### src/rtl/fetch_controller.sv
// Instruction-fetch sequencer: issues req/ready fetches, absorbs wait states,
// buffers a word across a freeze and squashes fetches made stale by a branch.
// Optional performance counters are enabled by defining FETCH_PERF_EN.
module fetch_controller #(
   parameter logic [31:0] RESET_PC = 32'd0
) (
   input  logic        clk,
   input  logic        rst,
   input  logic        branch_taken,
   input  logic [31:0] branchAddr,
   input  logic        freeze,
   output logic        mem_req,
   output logic [31:0] mem_addr,
   input  logic        mem_ready,
   input  logic [31:0] mem_rdata,
   output logic        inst_valid,
   output logic [31:0] Instruction,
   output logic [31:0] PC,
   output logic        flush
`ifdef FETCH_PERF_EN
   ,
   output logic [31:0] fetch_count,
   output logic [31:0] wait_count,
   output logic [31:0] squash_count
`endif
);

   typedef enum logic [1:0] {IDLE, REQ, HOLD, DROP} state_t;

   state_t      state_reg, state_next;
   logic [31:0] pc_reg, tgt_reg, buf_inst_reg, buf_pc_reg;
   logic [31:0] pc_plus4;
   logic        done;

   assign pc_plus4 = pc_reg + 32'd4;
   assign done     = mem_req & mem_ready;

   always_ff @(posedge clk or posedge rst) begin
      if (rst) state_reg <= IDLE;
      else     state_reg <= state_next;
   end

   always_comb begin
      state_next = state_reg;
      case (state_reg)
         IDLE: state_next = REQ;
         REQ: begin
            if (branch_taken)      state_next = done ? REQ : DROP;
            else if (done && freeze) state_next = HOLD;
         end
         HOLD: if (branch_taken || !freeze) state_next = REQ;
         DROP: if (done) state_next = REQ;
         default: state_next = IDLE;
      endcase
   end

   // An outstanding request cannot be aborted, so DROP keeps requesting the old address.
   always_comb begin
      mem_req  = (state_reg == REQ) || (state_reg == DROP);
      mem_addr = {pc_reg[31:2], 2'b00};
      flush    = branch_taken;
   end

   always_ff @(posedge clk or posedge rst) begin
      if (rst) begin
         pc_reg       <= RESET_PC;
         tgt_reg      <= 32'd0;
         buf_inst_reg <= 32'd0;
         buf_pc_reg   <= 32'd0;
      end else begin
         case (state_reg)
            REQ: begin
               if (branch_taken) begin
                  if (done) pc_reg  <= branchAddr;
                  else      tgt_reg <= branchAddr;
               end else if (done) begin
                  pc_reg <= pc_plus4;
                  if (freeze) begin
                     buf_inst_reg <= mem_rdata;
                     buf_pc_reg   <= pc_plus4;
                  end
               end
            end
            HOLD: if (branch_taken) pc_reg <= branchAddr;
            DROP: begin
               if (done)              pc_reg  <= branch_taken ? branchAddr : tgt_reg;
               else if (branch_taken) tgt_reg <= branchAddr;
            end
            default: ;
         endcase
      end
   end

   // A branch always kills the presented instruction, even under freeze.
   always_ff @(posedge clk or posedge rst) begin
      if (rst) begin
         inst_valid  <= 1'b0;
         Instruction <= 32'd0;
         PC          <= 32'd0;
      end else if (branch_taken) begin
         inst_valid <= 1'b0;
      end else begin
         case (state_reg)
            REQ: begin
               if (done && !freeze) begin
                  inst_valid  <= 1'b1;
                  Instruction <= mem_rdata;
                  PC          <= pc_plus4;
               end else if (!done && !freeze) begin
                  inst_valid <= 1'b0;
               end
            end
            HOLD: begin
               if (!freeze) begin
                  inst_valid  <= 1'b1;
                  Instruction <= buf_inst_reg;
                  PC          <= buf_pc_reg;
               end
            end
            DROP: if (!freeze) inst_valid <= 1'b0;
            default: ;
         endcase
      end
   end

`ifdef FETCH_PERF_EN
   logic fetch_inc, wait_inc, squash_inc;

   assign fetch_inc  = (state_reg == REQ) && done && !branch_taken;
   assign wait_inc   = mem_req && !mem_ready;
   assign squash_inc = ((state_reg == REQ) && done && branch_taken) ||
                       ((state_reg == DROP) && done) ||
                       ((state_reg == HOLD) && branch_taken);

   always_ff @(posedge clk or posedge rst) begin
      if (rst) begin
         fetch_count  <= 32'd0;
         wait_count   <= 32'd0;
         squash_count <= 32'd0;
      end else begin
         if (fetch_inc)  fetch_count  <= fetch_count + 32'd1;
         if (wait_inc)   wait_count   <= wait_count + 32'd1;
         if (squash_inc) squash_count <= squash_count + 32'd1;
      end
   end
`endif

endmodule

### config.mk
export PLATFORM = sky130hd
export DESIGN_NAME = fetch_controller
export DESIGN_NICKNAME = d
export VERILOG_FILES = /design/src/rtl/fetch_controller.sv
export SDC_FILE = /design/constraint.sdc
export NUM_CORES = 1
export LEC_CHECK = 0
export BUFFER_PORTS_ARGS = -buffer_cell sky130_fd_sc_hd__buf_2
export CAP_MARGIN = 25
export CORE_MARGIN = 1.5
export CORE_UTILIZATION = 60
export DETAILED_ROUTE_END_ITERATION = 7
export PLACE_DENSITY = 0.95
export SLEW_MARGIN = 5
export SYNTH_ARGS = -nofsm -noshare
export SYNTH_HDL_FRONTEND = slang
export SYNTH_SLANG_ARGS = --single-unit
### constraint.sdc
create_clock -name clk -period 14.3 [get_ports clk]
set_input_delay 2.86 -clock clk [delete_from_list [all_inputs] [get_ports clk]]
set_output_delay 2.86 -clock clk [all_outputs]
set_load 0.02 [all_outputs]
== Word level (Yosys, flattened, before mapping) ==
Index checks and enable logic that the tools add are counted.

* Flip-flop bits (word level): 195
* Bits of input ports: 69
* Output and inout bits: 99
* Logic and storage cells: 74

* $add $sub $neg: 1
* Equal/unequal tests: 16
* Mux-type cells: 29
* Bitwise logic cells: 2
* Reduce and logical (&&, ||, !) cells: 18

{| class="wikitable"
|+ Operators with widths
! cell !! count
|-
| $mux 32 || 13
|-
| $pmux 32 s2 || 3
|-
| $pmux 32 s3 || 1
|-
| $add 32x3->32 const B || 1
|-
| $reduce_and 4->1 || 5
|-
| $ne 2x2->1 const B || 8
|-
| $mux 2 || 5
|-
| $ne 3x3->1 const B || 3
|-
| $pmux 2 s4 || 1
|-
| $mux 1 || 5
|-
| $eq 2x2->1 const B || 2
|-
| $ne 4x2->1 const B || 1
|-
| $reduce_bool 2->1 || 2
|-
| $reduce_bool 4->1 || 1
|-
| $logic_and 1x1->1 || 3
|-
| $pmux 1 s3 || 1
|-
| $reduce_and 3->1 || 1
|-
| $reduce_bool 3->1 || 1
|-
| $eq 2x1->1 const B || 1
|-
| $logic_not 1->1 || 2
|-
| $logic_not 2->1 || 1
|-
| $logic_or 1x1->1 || 2
|-
| $ne 2x1->1 const B || 1
|-
| $and 1x1->1 || 1
|-
| $not 1->1 || 1
|}

== Logic depth before layout (Yosys ltp) ==
* Word-level depth: 9
* Gate-level depth with buffers: 8
* Depth with buffers taken out: 6

== Least setup slack after synthesis ==
No wires, ideal clock.

* Path kind: input to output
* Start point: input branch_taken
* End point: output flush
* Arrival time: 2,994 ps
* Required time: 11,440 ps
* Setup slack: 8,446 ps
* Stages: 1
* Path buffers: 1
* Cells stage by stage: buf_4

{| class="wikitable"
|+ RTL lines
! element !! RTL line !! text
|-
| from (decl) || 9 || <nowiki>input logic branch_taken,</nowiki>
|-
| to (decl) || 19 || <nowiki>output logic flush</nowiki>
|}

No word-level cell between the ends.

== Final worst setup path ==
* Start point: input branch_taken
* End point: output flush

No word-level cell between the ends.

==> results.md <==
- Status: finished clean
- Hold depth: 2
- Flops & latches, synth: 195
- Worst slew pin tran: 957 ps
- CP bufs+invs: 2
- Hold_buf cts: 0
- Layout cells sized above 1: 26.9%
- Clock Latency Late Sink: 440 ps
- Resize count post-CTS: 0
- Pleak: 4.95 nW
- Inserted Clock Buffers: 17
- Die Wd: 128 um
- Mapped cell area: 9310 um2
- Fin util: 71.0%
- Final Hold Viols: 0
- Postcts setup bufs: 0
- Die Height: 128 um
- P&R area growth vs syn: 16.0%
- Worst R2R Setup Slack: 10,610 ps
- Largest net degree at the start of global routing: 113
- Worst reg2reg path depth: 6
- Total iterations of the first detailed-routing run: 5
- Initial core utilization: 61.2%
- Power, Total: 1.73 mW
- Clock slew at reported path FFs: 70 ps
- Unrepaired setup endpoints after global routing: false
- Max Slew Vio Count: 0
- Final setup TNS: 0 ps
- Drt via density: 6.10
- Via count: 7,800
- CP top delay family: buffers and inverters
- Post-synthesis cell type count: 60
- Mean routed wirelength per cell: 17.6 um
- Syn Area/Cell: 9.76 um2
- Nets@finish: 1,147
- Max Root-Sink Buffers: 2
- Register area share after synthesis: 52.4%
- Root buf cell: clkbuf_16
- DRC viols: 0
- Reg2reg end: PC[29]
- Crit-path max cell delay: 470 ps
- Core ar.: 15,200 um2
- Crit path DAT: 3610 ps
- Relative slew slack: 36.2%
- N_diodes: 0
- Top cell by count, worst path: buf_2
- Iteration-0 DRC Markers: 591
- I/O Buffers: 165
- Initial antenna violation count: 0
- Post-synth EDFFs: 0
- GPL Wtd Cong: 0.927
- Gate Count Post-Synth: 954
- Min-delay src: PC[9]
- Final ANT Viol Nets: 0
- MaxCap Viol Count: 0
- # clock sinks: 195
- Worst Setup End Kind: output port
- Final clock skew: 7.07 ps
- Hold Path Class: reg2reg
- Yosys warning total: 0
- Total track usage: 28.2%
- Final setup margin: 7830 ps
- WP depth: 2
- # fillers: 1,043
- Die area: 16,300 um2
- DP Worst Slack: 7870 ps
- Fin crit share: 45.2%
- Reg2reg start: state_reg[0]
- Global route overflow: 0
- Cell Rows: 45
- CP Launch Type: input port
- Critical Path Slowest Stage Cell: buf_2
- Final setup violation count: 0
- Worst hold endpoint: PC[9]
- Top_reg_cell synth: dfrtp_1
- Max VDD drop: 0.0000943 V
- Ys async rst share: 100%
- Crit-path max FO: 34
- Number of H-tree levels: 4
- Pwr per Cell Area: 160 nW/um2
- Crit path time final: 6470 ps
- Vias in the first global route: 7,371
- Fmax: 155 MHz
- Cells along the critical path: buf_2, buf_2
- CTS tree: built
- First-pass GRT wire length: 36.5 mm
- Critical path type: in2out
- Num ports: 168
- Final wirelength: 22.5 mm
- Worst EP required: 11,440 ps
- DPL Wire Length: 14.8 mm
logic make-up (layout without fill, tap and decap cells):
logic type                 count (synthesis)  count (layout)  synth area share, %
buffers and inverters                     99             234                 4.54
DFF                                      195             195                 52.4
and+or+nand+nor                          329             329                 16.0
muxes                                     69              69                 8.31
AOI/OAI and AO/OA                        234             234                 16.1
xor gates and xnor gates                  26              26                 2.45
adders and majority gates                  1               1                0.134
other                                      1               2               0.0403
placed cells by master, fill, tap and decap left out, types with 3 or more instances in the layout:
cell type / Yosys / final
a211o_1: 3 / 3
a21o_1: 5 / 5
a21oi_1: 37 / 37
a221oi_1: 3 / 3
a22oi_1: 5 / 5
a2bb2oi_1: 11 / 11
a31oi_1: 39 / 39
and2_1: 4 / 4
and3_1: 7 / 7
and4_1: 4 / 4
buf_2: 1 / 165
buf_4: 4 / 13
clkbuf_16: 0 / 17
clkinv_8: 0 / 5
dfrtp_1: 195 / 195
inv_1: 23 / 22
inv_6: 0 / 5
inv_8: 0 / 6
mux2_2: 66 / 66
mux2i_1: 3 / 3
nand2_1: 175 / 175
nand3_1: 32 / 32
nand3b_1: 4 / 4
nand4_1: 9 / 9
nor2_1: 65 / 65
nor3_1: 8 / 8
nor4_1: 3 / 3
o211ai_1: 15 / 15
o21a_1: 3 / 3
o21ai_0: 67 / 66
o21ai_1: 2 / 3
o22ai_1: 12 / 12
o2bb2a_1: 8 / 8
o2bb2ai_1: 13 / 13
xnor2_1: 17 / 17
xor2_1: 9 / 9
synth_stat cells, drive strengths merged (2+ instances only):
master | instances | area [um2]
a211o | 3 | 26.3
a211oi | 3 | 27.5
a21o | 5 | 37.5
a21oi | 37 | 185
a221oi | 3 | 26.3
a22oi | 5 | 37.5
a2bb2oi | 11 | 96.3
a31oi | 39 | 244
and2 | 5 | 32.5
and3 | 7 | 43.8
and4 | 5 | 45.0
buf | 16 | 106
clkbuf | 59 | 221
dfrtp | 195 | 4880
inv | 23 | 86.3
mux2 | 66 | 743
mux2i | 3 | 30.0
nand2 | 175 | 657
nand2b | 3 | 18.8
nand3 | 33 | 178
nand3b | 4 | 30.0
nand4 | 10 | 68.8
nor2 | 65 | 244
nor3 | 9 | 50.1
nor4 | 5 | 61.3
o211ai | 15 | 113
o21a | 3 | 22.5
o21ai | 69 | 345
o22a | 3 | 27.5
o22ai | 12 | 75.1
o2bb2a | 9 | 91.3
o2bb2ai | 13 | 114
or3 | 2 | 12.5
or4 | 3 | 26.3
xnor2 | 17 | 149
xor2 | 9 | 78.8
per-layer routing:
layer  up-vias  track usage, %  wire length [um]
li1       3602               -                 -
met1      3787            38.5              9600
met2       377            45.4             10700
met3        34            5.90              1800
met4         0            9.09               360
met5         -               0                 0
stage by stage:
stage	instances	hold WS, ps	cell area [um2]
after floorplan	955	444	9310
after global placement	1245	454	10200
after detailed placement	1245	464	10200
after CTS	1277	483	10800
after global routing	1278	493	10800
final	1278	475	10800
cell type report:
type	count	area, um2	area share [%]
clock buffers	17	425	3.94
clock inverters	15	181	1.68
inverters	23	93.8	0.869
multi-input cells	661	4030	37.3
flip-flops and latches	195	4880	45.2
well taps	188	235	2.18
repair buffers	179	951	8.81
how the worst max path moves through the flow:
stage | startpoint | endpoint | slack, ps
after CTS | branch_taken | flush | 7850
after global routing | branch_taken | flush | 7800
after detailed placement | branch_taken | flush | 7870
after global placement | branch_taken | flush | 7890
final | branch_taken | flush | 7830
after floorplan | rst | Instruction[0] | 6130
where the power goes:
part	switching, mW	leakage [nW]	total (mW)	internal [mW]
clock network	0.242	0.297	0.481	0.239
logic	0.275	2.34	0.452	0.178
registers	0.0998	2.31	0.794	0.694
worst register-to-register path, cell delays in order, from the launching register on:
cell      delay (ps)
dfrtp_1          880
nand3b_1         350
a211oi_4         310
buf_4            730
nand2_1          610
or4_1            670
nand3_1          100
Power figures use the tool's default switching activity.
